### src/rtl/quad_spinner_gen.sv
// Multi-channel quadrature spinner emulator: per-channel signed accumulators drained as AB steps,
// plus a decimated physical-encoder path with automatic source selection.
module quad_spinner_gen #(
  parameter int CHANNELS = 2,
  parameter int POS_W    = 12,
  parameter int STEP_DIV = 1500,
  parameter int ENC_DIV  = 2
) (
  input  logic                      clk_sys,
  input  logic                      reset,
  input  logic                      ce,
  input  logic [CHANNELS-1:0]       delta_valid,
  input  logic [CHANNELS*POS_W-1:0] delta,
  input  logic [2*CHANNELS-1:0]     enc_in,
  input  logic                      hw_enable,
  output logic [2*CHANNELS-1:0]     quad_out,
  output logic [CHANNELS-1:0]       src_hw,
  output logic [CHANNELS-1:0]       busy
);

  localparam int DIV_W = $clog2(STEP_DIV);
  localparam logic [DIV_W-1:0] DIV_MAX = DIV_W'(STEP_DIV - 1);
  localparam logic [3:0] ENC_CNT = 4'(ENC_DIV);
  localparam logic [POS_W-1:0] POS_MAX = {1'b0, {(POS_W-1){1'b1}}};
  localparam logic [POS_W-1:0] POS_MIN = {1'b1, {(POS_W-1){1'b0}}};

  // Forward walk: 00 -> 01 -> 11 -> 10 -> 00
  function automatic logic [1:0] quad_fwd(input logic [1:0] q);
    case (q)
      2'b00:   quad_fwd = 2'b01;
      2'b01:   quad_fwd = 2'b11;
      2'b11:   quad_fwd = 2'b10;
      2'b10:   quad_fwd = 2'b00;
      default: quad_fwd = 2'b11;
    endcase
  endfunction

  // Reverse walk: 00 -> 10 -> 11 -> 01 -> 00
  function automatic logic [1:0] quad_rev(input logic [1:0] q);
    case (q)
      2'b00:   quad_rev = 2'b10;
      2'b10:   quad_rev = 2'b11;
      2'b11:   quad_rev = 2'b01;
      2'b01:   quad_rev = 2'b00;
      default: quad_rev = 2'b11;
    endcase
  endfunction

  logic [DIV_W-1:0] div_r;
  logic             step_tick_s;

  assign step_tick_s = ce & (div_r == {DIV_W{1'b0}});

  // Shared step timer
  always_ff @(posedge clk_sys) begin
    if (reset) begin
      div_r <= {DIV_W{1'b0}};
    end else if (ce) begin
      if (div_r == DIV_MAX) div_r <= {DIV_W{1'b0}};
      else                  div_r <= div_r + {{(DIV_W-1){1'b0}}, 1'b1};
    end
  end

  for (genvar ch = 0; ch < CHANNELS; ch++) begin : g_ch
    logic [POS_W-1:0] pos_r, pos_nxt_s;
    logic [POS_W+1:0] pos_ext_s, dlt_ext_s, stp_ext_s, sum_s;
    logic [2:0]       top_s;
    logic [1:0]       stp_s, emu_q_r, emu_q_nxt_s;
    logic [1:0]       hw_q_r, enc_s1_r, enc_s2_r, quad_r;
    logic             busy_r, a_prev_r, dir_last_r, edge_s, dir_s, hw_step_s;
    logic             sticky_r, src_r;
    logic [3:0]       dec_cnt_r, cnt_nxt_s;
    logic [POS_W-1:0] dlt_s;

    assign dlt_s = delta[ch*POS_W +: POS_W];

    // Emulated step decision and saturating accumulate
    always_comb begin
      stp_s       = 2'b00;
      emu_q_nxt_s = emu_q_r;
      if (step_tick_s && (pos_r != {POS_W{1'b0}})) begin
        if (pos_r[POS_W-1]) begin
          stp_s       = 2'b11;
          emu_q_nxt_s = quad_fwd(emu_q_r);
        end else begin
          stp_s       = 2'b01;
          emu_q_nxt_s = quad_rev(emu_q_r);
        end
      end else begin
        stp_s       = 2'b00;
        emu_q_nxt_s = emu_q_r;
      end
      pos_ext_s = {{2{pos_r[POS_W-1]}}, pos_r};
      stp_ext_s = {{POS_W{stp_s[1]}}, stp_s};
      if (ce && delta_valid[ch]) dlt_ext_s = {{2{dlt_s[POS_W-1]}}, dlt_s};
      else                       dlt_ext_s = {(POS_W+2){1'b0}};
      sum_s = pos_ext_s + dlt_ext_s - stp_ext_s;
      top_s = sum_s[POS_W+1:POS_W-1];
      if ((top_s == 3'b000) || (top_s == 3'b111)) pos_nxt_s = sum_s[POS_W-1:0];
      else if (sum_s[POS_W+1])                     pos_nxt_s = POS_MIN;
      else                                         pos_nxt_s = POS_MAX;
    end

    // Accumulator, emulated AB state and busy flag
    always_ff @(posedge clk_sys) begin
      if (reset) begin
        pos_r   <= {POS_W{1'b0}};
        emu_q_r <= 2'b11;
        busy_r  <= 1'b0;
      end else begin
        pos_r   <= pos_nxt_s;
        emu_q_r <= emu_q_nxt_s;
        busy_r  <= (pos_nxt_s != {POS_W{1'b0}});
      end
    end

    // Encoder edge detection and decimation counter; a direction change restarts the count
    always_comb begin
      edge_s = enc_s2_r[0] ^ a_prev_r;
      dir_s  = enc_s2_r[0] ^ enc_s2_r[1];
      if (dir_s != dir_last_r) cnt_nxt_s = 4'd1;
      else                     cnt_nxt_s = dec_cnt_r + 4'd1;
      hw_step_s = edge_s && (cnt_nxt_s == ENC_CNT);
    end

    // Physical path runs every clock, independent of ce
    always_ff @(posedge clk_sys) begin
      if (reset) begin
        enc_s1_r   <= 2'b11;
        enc_s2_r   <= 2'b11;
        a_prev_r   <= 1'b1;
        dir_last_r <= 1'b1;
        dec_cnt_r  <= 4'd0;
        hw_q_r     <= 2'b11;
      end else begin
        enc_s1_r <= enc_in[2*ch +: 2];
        enc_s2_r <= enc_s1_r;
        a_prev_r <= enc_s2_r[0];
        if (edge_s) begin
          dir_last_r <= dir_s;
          if (hw_step_s) begin
            dec_cnt_r <= 4'd0;
            hw_q_r    <= dir_s ? quad_fwd(hw_q_r) : quad_rev(hw_q_r);
          end else begin
            dec_cnt_r <= cnt_nxt_s;
          end
        end
      end
    end

    // Source select; edges between ce pulses are remembered until the next ce
    always_ff @(posedge clk_sys) begin
      if (reset) begin
        src_r    <= 1'b0;
        sticky_r <= 1'b0;
      end else if (ce) begin
        sticky_r <= 1'b0;
        if (!hw_enable)                 src_r <= 1'b0;
        else if (delta_valid[ch])       src_r <= 1'b0;
        else if (edge_s || sticky_r)    src_r <= 1'b1;
      end else begin
        sticky_r <= sticky_r | edge_s;
      end
    end

    // Registered output mux; both paths keep running so switching is glitch-free
    always_ff @(posedge clk_sys) begin
      if (reset) quad_r <= 2'b11;
      else       quad_r <= src_r ? hw_q_r : emu_q_r;
    end

    assign quad_out[2*ch +: 2] = quad_r;
    assign src_hw[ch]          = src_r;
    assign busy[ch]            = busy_r;
  end

endmodule

### config.mk
export PLATFORM = sky130hd
export DESIGN_NAME = quad_spinner_gen
export DESIGN_NICKNAME = d
export VERILOG_FILES = /design/src/rtl/quad_spinner_gen.sv
export SDC_FILE = /design/constraint.sdc
export NUM_CORES = 1
export LEC_CHECK = 0
export CELL_PAD_IN_SITES_DETAIL_PLACEMENT = 0
export CELL_PAD_IN_SITES_GLOBAL_PLACEMENT = 2
export CORE_MARGIN = 1
export CORE_UTILIZATION = 35
export DETAILED_ROUTE_END_ITERATION = 6
export HOLD_SLACK_MARGIN = 0.06
export PLACE_DENSITY_LB_ADDON = 0.1
export SKIP_CTS_REPAIR_TIMING = 1
export SLEW_MARGIN = 20
export SYNTH_ARGS = -nofsm -noshare
export SYNTH_HDL_FRONTEND = slang
export SYNTH_SLANG_ARGS = --single-unit
### constraint.sdc
create_clock -name clk_sys -period 8.2 [get_ports clk_sys]
set_input_delay 2.05 -clock clk_sys [delete_from_list [all_inputs] [get_ports clk_sys]]
set_output_delay 2.05 -clock clk_sys [all_outputs]
set_load 0.005 [all_outputs]
==> results of run 1 <==
metrics by stage:
stage | util, % | hold WS [ns] | instance area [sq um]
4_1_cts | 42.5 | 0.408 | 5920
6_report | 42.5 | 0.406 | 5920
3_5_place_dp | 40.1 | 0.394 | 5590
5_1_grt | 42.5 | 0.434 | 5920
2_1_floorplan | - | 0.389 | 5030
3_3_place_gp | 40.1 | 0.391 | 5590
layout make-up:
cell class	count	area, sq um	share of cell area (%)
multi-input combinational	442	3170	53.5
sequential	73	1460	24.7
timing repair buffer	42	418	7.06
inverter	85	319	5.39
clock buffer	10	239	4.04
tap	180	225	3.81
clock inverter	6	90.1	1.52
registers in the layout, summed over array words and instances, names as in the netlist:
signal,count
g_ch.pos_r,24
div_r,11
g_ch.dec_cnt_r,8
g_ch.emu_q_r,4
g_ch.enc_s1_r,4
g_ch.enc_s2_r,4
g_ch.hw_q_r,4
g_ch.quad_r,4
g_ch.a_prev_r,2
g_ch.busy_r,2
g_ch.dir_last_r,2
g_ch.src_r,2
g_ch.sticky_r,2
cells by family (layout without fill, tap and decap cells):
group | count (synthesis) | in the layout
buffers and inverters | 102 | 143
AO/OA/AOI/OAI | 128 | 128
AND/OR/NAND/NOR | 208 | 208
multiplexers | 9 | 9
flip-flops | 73 | 73
XOR/XNOR | 43 | 43
adder cells (fa/ha/maj) | 54 | 54
worst register-to-register path: cells and delay by family, from the launching register on:
| family | cells | cell delay, ns |
|---|---|---|
| buffers and inverters | 2 | 0.18 |
| adder cells (fa/ha/maj) | 3 | 0.92 |
| flip-flops | 1 | 0.34 |
| AO/OA/AOI/OAI | 7 | 1.62 |
| AND/OR/NAND/NOR | 3 | 1.30 |
placed cells by master, fill, tap and decap left out, types with 9 or more instances in the layout:
cell type        instances
o21ai_0                 28
fa_1                    22
nand3_1                 18
ha_1                    32
clkdlybuf4s50_1         41
inv_1                   85
clkbuf_16                9
a21oi_1                 35
xor2_1                  21
nor3_1                  10
xnor2_1                 22
or2_2                   13
dfxtp_1                 73
nand2_1                 71
nor2_1                  38
worst paths after layout:
check                       from                   to  slack [ns]
min          g_ch[0].enc_s1_r[1]  g_ch[0].enc_s2_r[1]        0.41
max                           ce    g_ch[1].pos_r[10]        1.72
max reg2reg             div_r[0]    g_ch[1].pos_r[10]        3.72
min reg2reg  g_ch[0].enc_s1_r[1]  g_ch[0].enc_s2_r[1]        0.41
layer usage:
layer  wire (um)  vias up  share of wire, %  GRT usage, %
li1            -     2145                 -             -
met1        5930     1932                50          23.2
met2        5370       58                46          27.8
met3         355        9               3.0          3.93
met4         121        0               1.0          4.63
met5           0        -                 0             0
where the power goes:
part / switching [W] / internal [W]
sequential: 0.0000506 / 0.000433
combinational: 0.000930 / 0.000653
clock: 0.000162 / 0.000276
==> report_table.html, run 1 <==
<table>
<tr><th>Metric</th><th>Value</th></tr>
<tr><th colspan="2">Status</th></tr>
<tr><td>Run status</td><td>finished clean</td></tr>
<tr><th colspan="2">Clocking</th></tr>
<tr><td>Clock tree root driver cell</td><td>clkbuf_16</td></tr>
<tr><td>Clock sinks</td><td>73</td></tr>
<tr><td>CTS H-tree lvls</td><td>3</td></tr>
<tr><td>Clock tree from TritonCTS</td><td>built</td></tr>
<tr><td>Clock Latency Late Sink</td><td>0.34 ns</td></tr>
<tr><td>CTS buffer count</td><td>9</td></tr>
<tr><td>Clock Path Buffers</td><td>2</td></tr>
<tr><td>Register clock-pin slew on the reported worst setup and hold paths</td><td>around 0.06 ns</td></tr>
<tr><th colspan="2">STA</th></tr>
<tr><td>Slew Limit Fails</td><td>0</td></tr>
<tr><td>Setup-failing EPs final</td><td>0</td></tr>
<tr><td>Setup repair after global routing missed its margin</td><td>no</td></tr>
<tr><td>Highest clock frequency the design can meet</td><td>154 MHz</td></tr>
<tr><td>Final worst setup slack</td><td>1.72 ns</td></tr>
<tr><td>Share of the clock period used by the worst path after layout</td><td>79.0%</td></tr>
<tr><td>Hold Vio Cnt, Final</td><td>0</td></tr>
<tr><td>Summed negative setup slack over all endpoints</td><td>0 ns</td></tr>
<tr><td>Layout Skew</td><td>about 0.006 ns</td></tr>
<tr><td>Final period demand of the worst path</td><td>6.48 ns</td></tr>
<tr><td>Rel. slew slack</td><td>41.7%</td></tr>
<tr><td>Worst-Margin Slew</td><td>0.874 ns</td></tr>
<tr><th colspan="2">Synthesis</th></tr>
<tr><td>Sequential fraction of the synthesis area</td><td>29.0%</td></tr>
<tr><td>Area share of the largest cell type after synthesis</td><td>29.0%</td></tr>
<tr><td>Synthesized area per cell</td><td>8.16 sq um</td></tr>
<tr><td>Area share of fa/ha/maj cells after synthesis</td><td>16.7%</td></tr>
<tr><td>Post-synthesis share of cell area spent on and, or, nand and nor gates</td><td>approximately a fifth</td></tr>
<tr><td>Post-Syn Area</td><td>roughly 5000 sq um</td></tr>
<tr><td>Most instantiated flip-flop cell in the synthesis netlist</td><td>dfxtp_1</td></tr>
<tr><td>Most frequent cells after synthesis</td><td>inv_1, dfxtp_1, nand2_1, nor2_1, a21oi_1</td></tr>
<tr><td>Flops &amp; latches, synth</td><td>73</td></tr>
<tr><td>Mux contribution to synthesized area</td><td>under 10%</td></tr>
<tr><td>Cell taking the most area after synthesis</td><td>dfxtp_1</td></tr>
<tr><td>Net count after synthesis</td><td>705</td></tr>
<tr><td>Synthesis Warnings</td><td>0</td></tr>
<tr><td>Largest family of logic cells by synthesized area</td><td>simple AND/OR/NAND/NOR gates</td></tr>
<tr><td>Compound-cell area share of the yosys netlist</td><td>between 10% and 20%</td></tr>
<tr><td>Fraction of synthesis flops using an asynchronous set or reset pin</td><td>0%</td></tr>
<tr><td>Most common cell in the netlist</td><td>inv_1</td></tr>
<tr><td>Number of synthesized flops with an enable pin</td><td>0</td></tr>
<tr><td>Most area-consuming cells after synthesis</td><td>dfxtp_1, fa_1, ha_1</td></tr>
<tr><td>Unique cell type count in the Yosys netlist</td><td>61</td></tr>
<tr><td>Xor/xnor cell area share of the yosys netlist</td><td>7.48%</td></tr>
<tr><td>Syn Inst Count</td><td>between 600 and 700</td></tr>
<tr><th colspan="2">Power</th></tr>
<tr><td>Largest voltage drop on the vdd net</td><td>0.000178 V</td></tr>
<tr><td>Pwr Density</td><td>~420 nW/um^2</td></tr>
<tr><td>Static leakage</td><td>2.46 nW</td></tr>
<tr><td>Total power</td><td>0.00250 W</td></tr>
<tr><th colspan="2">Job</th></tr>
<tr><td>Max Cap Violations</td><td>0</td></tr>
<tr><th colspan="2">Critical path</th></tr>
<tr><td>Data required time of the worst path</td><td>8.40 ns</td></tr>
<tr><td>Total stage count of the critical path</td><td>14</td></tr>
<tr><td>Top fanout value on the critical path</td><td>15</td></tr>
<tr><td>Kind of end point of the critical path</td><td>flip-flop</td></tr>
<tr><td>Max incr delay on CP</td><td>0.76 ns</td></tr>
<tr><td>CP Launch Type</td><td>primary input</td></tr>
<tr><td>Cell family contributing the most delay on the critical path</td><td>compound AO/OA/AOI/OAI gates</td></tr>
<tr><td>Depth of the worst register-to-register path</td><td>15</td></tr>
<tr><td>Critical Setup Path Class</td><td>in -&gt; reg</td></tr>
<tr><td>Worst-path cell with the longest stage delay</td><td>clkdlybuf4s50_1</td></tr>
<tr><td>Crit path arrival time</td><td>6.69 ns</td></tr>
<tr><td>Count of buffering cells on the critical path with inverters included</td><td>2</td></tr>
<tr><td>Cells along the critical path</td><td>clkdlybuf4s50_1 &gt; nor4b_1 &gt; and3_1 &gt; and2_1 &gt; fa_1 &gt; inv_1 &gt; ha_1 &gt; a21oi_1 &gt; o211ai_2 &gt; a31oi_1 &gt; a31o_1 &gt; o221ai_2 &gt; o21ai_4 &gt; o21ai_0</td></tr>
<tr><th colspan="2">Route</th></tr>
<tr><td>Vias</td><td>4144</td></tr>
<tr><td>Number of vias per cell</td><td>4.95</td></tr>
<tr><td>Number of DRC violations after detailed-routing iteration 0</td><td>178</td></tr>
<tr><td>Wire length after detailed routing</td><td>11800 um</td></tr>
<tr><td>First-pass detailed-route iteration total</td><td>4</td></tr>
<tr><td>Routed Antenna Nets</td><td>0</td></tr>
<tr><td>Final routed DRC violation total</td><td>0</td></tr>
<tr><td>Wirelength per Cell</td><td>around 14 um</td></tr>
<tr><th colspan="2">Cells and area</th></tr>
<tr><td>Area growth from synthesis to layout</td><td>17.5%</td></tr>
<tr><td>Diode insertion count for antenna repair</td><td>0</td></tr>
<tr><td>Ratio of cells with drive above 1 in the final layout</td><td>7.14%</td></tr>
<tr><td>Final Non-Filler Cells</td><td>838</td></tr>
<tr><td>Fillcell total</td><td>1415</td></tr>
<tr><td>Final nets</td><td>741</td></tr>
<tr><th colspan="2">GRT</th></tr>
<tr><td>Initial antenna violation count</td><td>0</td></tr>
<tr><td>GRT Residual Overflow</td><td>0</td></tr>
<tr><td>Total routing resource utilization after global routing</td><td>between 10% and 20%</td></tr>
<tr><td>Vias in the first global route</td><td>4087</td></tr>
<tr><td>Maximum number of pins on one net before global-route repair</td><td>40</td></tr>
<tr><td>Global-route wire length before repair</td><td>19900 um</td></tr>
<tr><th colspan="2">Die</th></tr>
<tr><td>Row Count</td><td>between 40 and 50</td></tr>
<tr><td>Initial Utilization</td><td>36.1%</td></tr>
<tr><td>Die width</td><td>122 um</td></tr>
<tr><td>Core area</td><td>between 10000 and 15000 sq um</td></tr>
<tr><td>Ports</td><td>42</td></tr>
<tr><td>Height of the die</td><td>122 um</td></tr>
<tr><td>Die area</td><td>around 15000 sq um</td></tr>
<tr><th colspan="2">Place</th></tr>
<tr><td>Buffers on Ports</td><td>between 40 and 50</td></tr>
<tr><td>Half-perimeter wire length after detailed placement</td><td>9130 um</td></tr>
<tr><td>Cell count after placement</td><td>roughly 820</td></tr>
<tr><td>Worst setup timing slack at the placement stage</td><td>1.33 ns</td></tr>
<tr><td>Gp weighted congestion</td><td>0.836</td></tr>
<tr><th colspan="2">Hold path</th></tr>
<tr><td>Hold Path Class</td><td>reg -&gt; reg</td></tr>
<tr><td>Count of cells along the worst hold path</td><td>1</td></tr>
</table>
(Power assumes the default switching activity.)
==> run 2, diff against run 1 <==
==> constraint.sdc (replaced) <==
create_clock -name clk_sys -period 6.55 [get_ports clk_sys]
set_input_delay 1.6375 -clock clk_sys [delete_from_list [all_inputs] [get_ports clk_sys]]
set_output_delay 1.6375 -clock clk_sys [all_outputs]
set_load 0.005 [all_outputs]
==> run 2 against run 1 <==
  * Register-to-register slack worse by 1.6 ns
  * Critical path depth did not move
  * Setup slack got worse by 0.80 ns
  * Via count barely moved
  * First-iteration DRC count shrank 14%
  * Sequential power rose by 26%
  * Critical path type unchanged
  * Worst hold slack is essentially flat
  * Critical endpoint unchanged
  * Sequential share of layout area is 0.089 points higher
  * Final cell count rose by 0.12%
==> report_table.html, run 2 (same netlist as run 1, synthesis figures left out) <==
<table>
<tr><th>Metric</th><th>Value</th></tr>
<tr><th colspan="2">Die</th></tr>
<tr><td>Row Count</td><td>43</td></tr>
<tr><td>Ports</td><td>42</td></tr>
<tr><td>Initial Utilization</td><td>36.1%</td></tr>
<tr><td>Die area</td><td>14900 sq um</td></tr>
<tr><td>Core area</td><td>around 14000 sq um</td></tr>
<tr><td>Die width</td><td>122 um</td></tr>
<tr><td>Height of the die</td><td>approximately 120 um</td></tr>
<tr><th colspan="2">Critical path</th></tr>
<tr><td>Cells along the critical path</td><td>clkdlybuf4s50_1 &gt; nor4b_1 &gt; and3_1 &gt; and2_1 &gt; fa_1 &gt; inv_1 &gt; ha_1 &gt; a21oi_1 &gt; o211ai_2 &gt; a31oi_1 &gt; a31o_1 &gt; o221ai_2 &gt; o21ai_4 &gt; o21ai_0</td></tr>
<tr><td>Count of buffering cells on the critical path with inverters included</td><td>2</td></tr>
<tr><td>Data required time of the worst path</td><td>between 6 and 7 ns</td></tr>
<tr><td>Crit path arrival time</td><td>5.83 ns</td></tr>
<tr><td>Cell family contributing the most delay on the critical path</td><td>compound AO/OA/AOI/OAI gates</td></tr>
<tr><td>Max incr delay on CP</td><td>0.58 ns</td></tr>
<tr><td>CP Launch Type</td><td>primary input</td></tr>
<tr><td>Worst-path cell with the longest stage delay</td><td>and2_1</td></tr>
<tr><td>Top fanout value on the critical path</td><td>9</td></tr>
<tr><td>Critical Setup Path Class</td><td>in -&gt; reg</td></tr>
<tr><td>Kind of end point of the critical path</td><td>flip-flop</td></tr>
<tr><th colspan="2">GRT</th></tr>
<tr><td>Global-route wire length before repair</td><td>19600 um</td></tr>
<tr><td>Vias in the first global route</td><td>4074</td></tr>
<tr><td>Initial antenna violation count</td><td>0</td></tr>
<tr><td>GRT Residual Overflow</td><td>0</td></tr>
<tr><td>Total routing resource utilization after global routing</td><td>17.0%</td></tr>
<tr><td>Maximum number of pins on one net before global-route repair</td><td>40</td></tr>
<tr><th colspan="2">Clocking</th></tr>
<tr><td>Clock tree root driver cell</td><td>clkbuf_16</td></tr>
<tr><td>Register clock-pin slew on the reported worst setup and hold paths</td><td>around 0.060 ns</td></tr>
<tr><td>Clock tree from TritonCTS</td><td>built</td></tr>
<tr><td>Clock Path Buffers</td><td>2</td></tr>
<tr><td>Clock Latency Late Sink</td><td>0.33 ns</td></tr>
<tr><td>CTS H-tree lvls</td><td>3</td></tr>
<tr><td>CTS buffer count</td><td>9</td></tr>
<tr><td>Clock sinks</td><td>73</td></tr>
<tr><th colspan="2">Power</th></tr>
<tr><td>Net switching share of the total power</td><td>46.0%</td></tr>
<tr><td>Largest voltage drop on the vdd net</td><td>0.000240 V</td></tr>
<tr><td>NetSw</td><td>roughly 0.0014 W</td></tr>
<tr><td>Pwr Density</td><td>522 nW/um^2</td></tr>
<tr><td>Static leakage</td><td>2.46 nW</td></tr>
<tr><td>Part of the total power dissipated in sequential elements</td><td>approximately 20%</td></tr>
<tr><td>Clock network fraction of design power</td><td>15.6%</td></tr>
<tr><td>Fraction of power consumed by combinational cells</td><td>64.6%</td></tr>
<tr><td>Total internal power</td><td>0.00166 W</td></tr>
<tr><th colspan="2">Route</th></tr>
<tr><td>First-pass detailed-route iteration total</td><td>5</td></tr>
<tr><td>Routed Antenna Nets</td><td>0</td></tr>
<tr><td>Wirelength per Cell</td><td>around 14 um</td></tr>
<tr><td>Number of vias per cell</td><td>about 4.9</td></tr>
<tr><td>Final routed DRC violation total</td><td>0</td></tr>
<tr><td>Number of DRC violations after detailed-routing iteration 0</td><td>153</td></tr>
<tr><td>Vias</td><td>around 4100</td></tr>
<tr><td>Wire length after detailed routing</td><td>11600 um</td></tr>
<tr><th colspan="2">STA</th></tr>
<tr><td>Layout Skew</td><td>0.00683 ns</td></tr>
<tr><td>Setup-failing EPs final</td><td>0</td></tr>
<tr><td>Highest clock frequency the design can meet</td><td>178 MHz</td></tr>
<tr><td>Final worst hold slack</td><td>around 0.41 ns</td></tr>
<tr><td>Share of the clock period used by the worst path after layout</td><td>86.0%</td></tr>
<tr><td>Final period demand of the worst path</td><td>roughly 5.6 ns</td></tr>
<tr><td>Worst-Margin Slew</td><td>just under 0.7 ns</td></tr>
<tr><td>Hold Vio Cnt, Final</td><td>0</td></tr>
<tr><td>Summed negative setup slack over all endpoints</td><td>0 ns</td></tr>
<tr><td>Setup repair after global routing missed its margin</td><td>no</td></tr>
<tr><td>Slew Limit Fails</td><td>0</td></tr>
<tr><td>Rel. slew slack</td><td>approximately 54%</td></tr>
<tr><th colspan="2">Status</th></tr>
<tr><td>Run status</td><td>finished clean</td></tr>
<tr><th colspan="2">Cells and area</th></tr>
<tr><td>Final nets</td><td>744</td></tr>
<tr><td>Ratio of cells with drive above 1 in the final layout</td><td>around 7.1%</td></tr>
<tr><td>Largest register FFs</td><td>24</td></tr>
<tr><td>Biggest registers after layout</td><td>g_ch.pos_r: 24 flops, div_r: 11 flops, g_ch.dec_cnt_r: 8 flops</td></tr>
<tr><td>Post-layout utilization of the core</td><td>between 40% and 50%</td></tr>
<tr><td>Most common cell after layout, fill and taps aside</td><td>inv_1</td></tr>
<tr><td>Area growth from synthesis to layout</td><td>17.1%</td></tr>
<tr><td>Most frequent cells in the layout</td><td>inv_1, dfxtp_1, nand2_1</td></tr>
<tr><td>Register with the highest flop count</td><td>g_ch.pos_r</td></tr>
<tr><td>Diode insertion count for antenna repair</td><td>0</td></tr>
<tr><th colspan="2">Place</th></tr>
<tr><td>Buffers on Ports</td><td>41</td></tr>
<tr><td>Half-perimeter wire length after detailed placement</td><td>9230 um</td></tr>
<tr><td>Gp weighted congestion</td><td>~0.79</td></tr>
<tr><th colspan="2">Hold path</th></tr>
<tr><td>Hold Path Class</td><td>reg -&gt; reg</td></tr>
<tr><th colspan="2">Job</th></tr>
<tr><td>Max Cap Violations</td><td>0</td></tr>
</table>
[run 2: changes by cell type in the layout (fill, tap and decap cells not counted), sizes merged]
| cell | previous run | this run |
|---|---|---|
| bufinv | 2 | 1 |
| clkinv | 2 | 1 |
| buf | 1 | 4 |
| clkbuf | 10 | 11 |
| inv | 86 | 85 |
[run 2: power groups by stage]
stage	combinational, W	clock [W]	sequential (W)
2_1_floorplan	0.00159	0	0.000589
6_report	0.00199	0.000479	0.000612
4_1_cts	0.00199	0.000493	0.000612
3_5_place_dp	0.00198	0	0.000621
3_3_place_gp	0.00199	0	0.000624
5_1_grt	0.00226	0.000512	0.000623
[run 2: metal layers]
metal	part of all wire, %	track usage [%]	vias to the layer above
met4	1.4	5.17	0
met2	46	28.3	66
met1	49	22.0	1914
met5	0	0	-
li1	-	-	2147
met3	3.2	3.46	13
[run 2: final timing paths]
kind,from,end,depth (start not counted),slack (ns)
min,g_ch[1].enc_s1_r[1],g_ch[1].enc_s2_r[1],1,0.41
max,ce,g_ch[1].pos_r[10],14,0.92
min reg2reg,g_ch[1].enc_s1_r[1],g_ch[1].enc_s2_r[1],1,0.41
max reg2reg,div_r[1],g_ch[1].pos_r[10],15,2.16
[run 2: final cells by class]
type	count	area [sq um]
tap	180	225
sequential	73	1460
inverter	85	319
multi-input combinational	442	3170
clock buffer	11	243
timing repair buffer	45	440
clock inverter	3	42.5
fill	1379	8040
[run 2: through the flow]
| step | cell area [sq um] | total power [W] | worst slack [ns] | instances |
|---|---|---|---|---|
| floorplan | 5030 | 0.00218 | 1.62 | 617 |
| global placement | 5610 | 0.00262 | 0.594 | 825 |
| detailed placement | 5610 | 0.00260 | 0.514 | 825 |
| finish | 5900 | 0.00308 | 0.919 | 839 |
| global route | 5900 | 0.00339 | 0.523 | 839 |
| CTS | 5900 | 0.00310 | 0.850 | 839 |
